[src/rtl/muldiv_sequencer.sv]
// ============================================================================
//  Module   : muldiv_sequencer
//  Brief    : Radix-2 iterative signed multiply / unsigned divide for the EX
//             stage, one result bit per cycle, with pipeline stall and Done.
//  Revision : 1.0 - initial release
// ============================================================================
`default_nettype none

module muldiv_sequencer #(
  parameter int WIDTH = 32
) (
  input  logic               clk,
  input  logic               rst_n,
  input  logic               start,
  input  logic               op,
  input  logic [WIDTH-1:0]   a,
  input  logic [WIDTH-1:0]   b,
  input  logic               flush,
  output logic               busy,
  output logic               stall,
  output logic               done,
  output logic [2*WIDTH-1:0] result,
  output logic               div_by_zero
);

  localparam int               c_cnt_w = (WIDTH > 1) ? $clog2(WIDTH) : 1;
  localparam logic [c_cnt_w-1:0] c_last = c_cnt_w'(WIDTH - 1);

  localparam logic [1:0] c_idle = 2'd0;
  localparam logic [1:0] c_calc = 2'd1;
  localparam logic [1:0] c_done = 2'd2;

  logic [1:0]         r_state;
  logic [1:0]         w_state_nxt;
  logic [c_cnt_w-1:0] r_count;
  logic               r_op;
  logic               r_neg;
  logic [WIDTH-1:0]   r_hi;
  logic [WIDTH-1:0]   r_lo;
  logic [WIDTH-1:0]   r_opb;

  logic               w_accept;
  logic               w_div0;
  logic               w_last;
  logic [WIDTH-1:0]   w_abs_a;
  logic [WIDTH-1:0]   w_abs_b;
  logic [WIDTH:0]     w_sum;
  logic [WIDTH:0]     w_shift;
  logic [WIDTH:0]     w_diff;
  logic [WIDTH-1:0]   w_hi_nxt;
  logic [WIDTH-1:0]   w_lo_nxt;
  logic [2*WIDTH-1:0] w_final;

  assign w_accept = start & ~flush & ((r_state == c_idle) | (r_state == c_done));
  assign w_div0   = op & (b == '0);
  assign w_last   = (r_count == c_last);
  assign w_abs_a  = a[WIDTH-1] ? -a : a;
  assign w_abs_b  = b[WIDTH-1] ? -b : b;

  // r_hi/r_lo hold {accumulator, multiplier} for mul and {remainder, dividend->quotient} for div.
  always_comb begin
    w_sum    = {1'b0, r_hi} + (r_lo[0] ? {1'b0, r_opb} : '0);
    w_shift  = {r_hi, r_lo[WIDTH-1]};
    w_diff   = w_shift - {1'b0, r_opb};
    w_hi_nxt = r_hi;
    w_lo_nxt = r_lo;
    if (r_op) begin
      // Remainder stays below the divisor, so the borrow bit alone decides the quotient bit.
      if (!w_diff[WIDTH]) begin
        w_hi_nxt = w_diff[WIDTH-1:0];
        w_lo_nxt = {r_lo[WIDTH-2:0], 1'b1};
      end else begin
        w_hi_nxt = w_shift[WIDTH-1:0];
        w_lo_nxt = {r_lo[WIDTH-2:0], 1'b0};
      end
    end else begin
      w_hi_nxt = w_sum[WIDTH:1];
      w_lo_nxt = {w_sum[0], r_lo[WIDTH-1:1]};
    end
    w_final = {w_hi_nxt, w_lo_nxt};
  end

  always_ff @(posedge clk or negedge rst_n) begin
    if (!rst_n) begin
      r_state <= c_idle;
    end else begin
      r_state <= w_state_nxt;
    end
  end

  always_comb begin
    w_state_nxt = r_state;
    case (r_state)
      c_idle, c_done: begin
        if (w_accept) begin
          w_state_nxt = w_div0 ? c_done : c_calc;
        end else begin
          w_state_nxt = c_idle;
        end
      end
      c_calc: begin
        if (flush) begin
          w_state_nxt = c_idle;
        end else if (w_last) begin
          w_state_nxt = c_done;
        end
      end
      default: w_state_nxt = c_idle;
    endcase
  end

  always_comb begin
    busy  = (r_state == c_calc);
    done  = (r_state == c_done);
    stall = (r_state == c_calc) | (start & (r_state != c_calc) & ~flush);
  end

  always_ff @(posedge clk or negedge rst_n) begin
    if (!rst_n) begin
      r_op        <= 1'b0;
      r_neg       <= 1'b0;
      r_count     <= '0;
      r_hi        <= '0;
      r_lo        <= '0;
      r_opb       <= '0;
      result      <= '0;
      div_by_zero <= 1'b0;
    end else if (w_accept) begin
      r_op    <= op;
      r_neg   <= a[WIDTH-1] ^ b[WIDTH-1];
      r_count <= '0;
      r_hi    <= '0;
      r_lo    <= op ? a : w_abs_b;
      r_opb   <= op ? b : w_abs_a;
      if (w_div0) begin
        result      <= {a, {WIDTH{1'b1}}};
        div_by_zero <= 1'b1;
      end else begin
        div_by_zero <= 1'b0;
      end
    end else if ((r_state == c_calc) && !flush) begin
      r_hi    <= w_hi_nxt;
      r_lo    <= w_lo_nxt;
      r_count <= r_count + 1'b1;
      if (w_last) begin
        result <= (~r_op & r_neg) ? -w_final : w_final;
      end
    end
  end

endmodule

`default_nettype wire
[config.mk]
export PLATFORM = sky130hd
export DESIGN_NAME = muldiv_sequencer
export DESIGN_NICKNAME = d
export VERILOG_FILES = /design/src/rtl/muldiv_sequencer.sv
export SDC_FILE = /design/constraint.sdc
export NUM_CORES = 1
export LEC_CHECK = 0
export CORE_UTILIZATION = 47
export CTS_CLUSTER_SIZE = 10
export DETAILED_ROUTE_END_ITERATION = 10
export PLACE_DENSITY = 0.7
export SETUP_SLACK_MARGIN = 0.15
export SLEW_MARGIN = 20
export SYNTH_ARGS = -nofsm -noshare
export SYNTH_HDL_FRONTEND = slang
export SYNTH_SLANG_ARGS = --single-unit
[constraint.sdc]
create_clock -name clk -period 7.12 [get_ports clk]
set_clock_uncertainty 0.2 [all_clocks]
set_input_delay 2.136 -clock clk [delete_from_list [all_inputs] [get_ports clk]]
set_output_delay 2.136 -clock clk [all_outputs]
set_load 0.005 [all_outputs]
==> out/qor.yml <==
ys_types: 83
grt_overflow: 0
path_clk_slew_ns: 0.07
yosysWarnings: 0
seq_area_um2: 4260
cts_setup_buffers: 0
synthTopCellsByArea: "dfrtp_1 28%, a21oi_1 6.3%, nand2_1 6.0%"
row_count: 65
critPathMaxStageDelay_ns: 0.53
core_area_um2: 31600
ys.flop_type: "dfrtp_1"
crit_fanout: 37
drt_wl_total_um: 57100
final_cell_mix: "243 x nand2_1, 191 x a21oi_1, 173 x nor2_1"
cts_tree: "done"
rsz0062_at_grt: "no"
critPathLaunchType: "input port"
grt_pass1_vias: 14900
hold_slack_ns: 0.304
finalCoreUtilization_pct: 55.0
drv_cap: 0
grt_pass1_wl_um: 88800
postRouteAntennaNets: 0
crit_required_ns: 7.27
drv_slew: 0
clkLatencyLatePin_ns: 0.45
status: "completed"
htreeDepth: 4
dieWidth_um: 182
worst_pin_slew_ns: 1.08
crit_type: "input port to flop"
yosysTopAreaCell: "dfrtp_1"
die_h_um: 182
viasPerCell: 6.48
drt-pass1-iter-count: 8
routabilityCongestion: 1.01
grt_use_total_pct: 34.7
r2r_slack_ns: 0.98
globalRouteMet1Util_pct: 48.9
drive_gt1_share_pct: 5.39
cts_hold_buf: 0
synth.avg_cell_area_um2: 7.65
clock_sinks: 170
portBuffers: 136
switching_power_mw: 3.24
fmax_ghz: 0.151
final.setup.tns_ns: 0
switching_share_pct: 51.1
ys_seq_area_share_pct: 28.1
pwr-share-clk_pct: 14.6
hp-class: "flop to flop"
syn_area_um2: 15200
final_common_cell: "nand2_1"
root_buffer: "clkbuf_16"
multi_input_area_um2: 10200
crit_family: "simple AND/OR/NAND/NOR gates"
power_frac_seq_pct: 22.6
grtUsageMet2_pct: 54.1
period_needed_ns: 6.60
num-fill-cells: 3041
hpwl_um: 43000
grt.met3_usage_pct: 5.60
ys_ff_latch: 170
peakVddDrop_mv: 0.205
drt_iter0_drc: 1780
cts_buffers: 17
synthArstFlopShare_pct: 100
power_mw: 6.34
critPathBufInv: 3
synth_top_area_share_pct: 28.1
wl_per_cell_um: 23.2
intPower_mw: 3.10
placed_cell_area_um2: 16800
antenna_found_initial: 3
grt_max_degree: 101
fin_area_um2: 17400
postSynthCellCount: 1983
setup_viol: 0
combPwrFrac_pct: 62.8
drc: 0
num_vias: 16000
period_share_pct: 92.7
grt_busiest_layer: "met2"
cp-end-kind: "flop"
synth_nets: 2123
fin_nets: 2188
leakagePower_nw: 7.38
cts_resized: 0
p_per_area_nw_per_um2: 365
path_common_cell: "or3_1"
critPathArrivalTime_ns: 6.75
area_delta_synth_final_pct: 14.7
initial_utilization_pct: 47.9
synth_edf_count: 0
io_pins: 137
clockBufferDepth: 2
final_hold_viol_count: 0
slew_headroom_pct: 27.8
die-area_um2: 33000
crit_chain: "clkdlybuf4s50_1 -> or3_1 -> or3_1 -> or3_1 -> or4_4 -> or4_4 -> or3_1 -> or4_4 -> and4bb_1 -> a21oi_2 -> inv_2 -> buf_12 -> and3_1 -> a21oi_1 -> o21ai_1"
crit_path_top_delay_cell: "or4_4"
==> power groups by stage <==
stage	Clock [mW]	Combinational (mW)	Sequential (mW)
floorplan	0	2.84	1.31
global placement	0	3.83	1.43
detailed placement	0	3.85	1.44
CTS	0.925	3.89	1.42
global route	0.960	4.36	1.46
finish	0.924	3.99	1.43
==> metal layers <==
metal	up-vias	share of wire, %
li1	7299	-
met1	7703	43
met2	850	44
met3	121	9.1
met4	2	3.1
met5	-	0.021
==> registers in the layout (all words and copies together), names as in the netlist <==
register     flops
r_op             1
r_hi            32
result          64
r_neg            1
div_by_zero      1
r_count          5
r_lo            32
r_state          2
r_opb           32
==> final timing paths <==
path	startpoint	end	cells after the start
setup / recovery	b[4]	result[58]	15
setup reg to reg	r_lo[31]	result[50]	23
max in group asynchronous	rst_n	r_opb[7]	2
hold reg to reg	result[31]	result[31]	1
min in group asynchronous	rst_n	r_state[1]	1
hold / removal	result[31]	result[31]	1
==> cell usage after synthesis, drive strengths merged (28+ instances only) <==
library cell and number:
o221ai 28, a21oi 192, dfrtp 170, mux2i 33
clkbuf 92, ha 69, xnor2 61, nor2 176
and2 41, a31oi 31, nor3 46, o31ai 31
o21ai 190, nand2 243, inv 65, xor2 104
buf 30
==> cells by family after synthesis <==
family	after synthesis	synth area share (%)
AND/OR/NAND/NOR	686	21.5
AO/OA/AOI/OAI	663	27.4
buffers and inverters	187	4.85
flip-flops	170	28.1
XOR/XNOR	165	9.53
adder cells (fa/ha/maj)	71	5.96
multiplexers	41	2.77
==> stage by stage <==
step / worst slack (ns) / instances
global placement: 0.221 / 2431
CTS: 0.574 / 2462
finish: 0.519 / 2465
global route: 0.346 / 2462
detailed placement: 0.120 / 2431
floorplan: 0.954 / 1983
==> cell type report <==
type / count / area share, %
tap: 402 / 2.89
timing repair buffer: 168 / 9.31
clock buffer: 18 / 2.52
multi-input combinational: 1626 / 58.7
inverter: 65 / 1.40
antenna: 3 / 0.0432
sequential: 170 / 24.5
clock inverter: 13 / 0.654
Note: power is estimated with default switching activity, not from simulation.
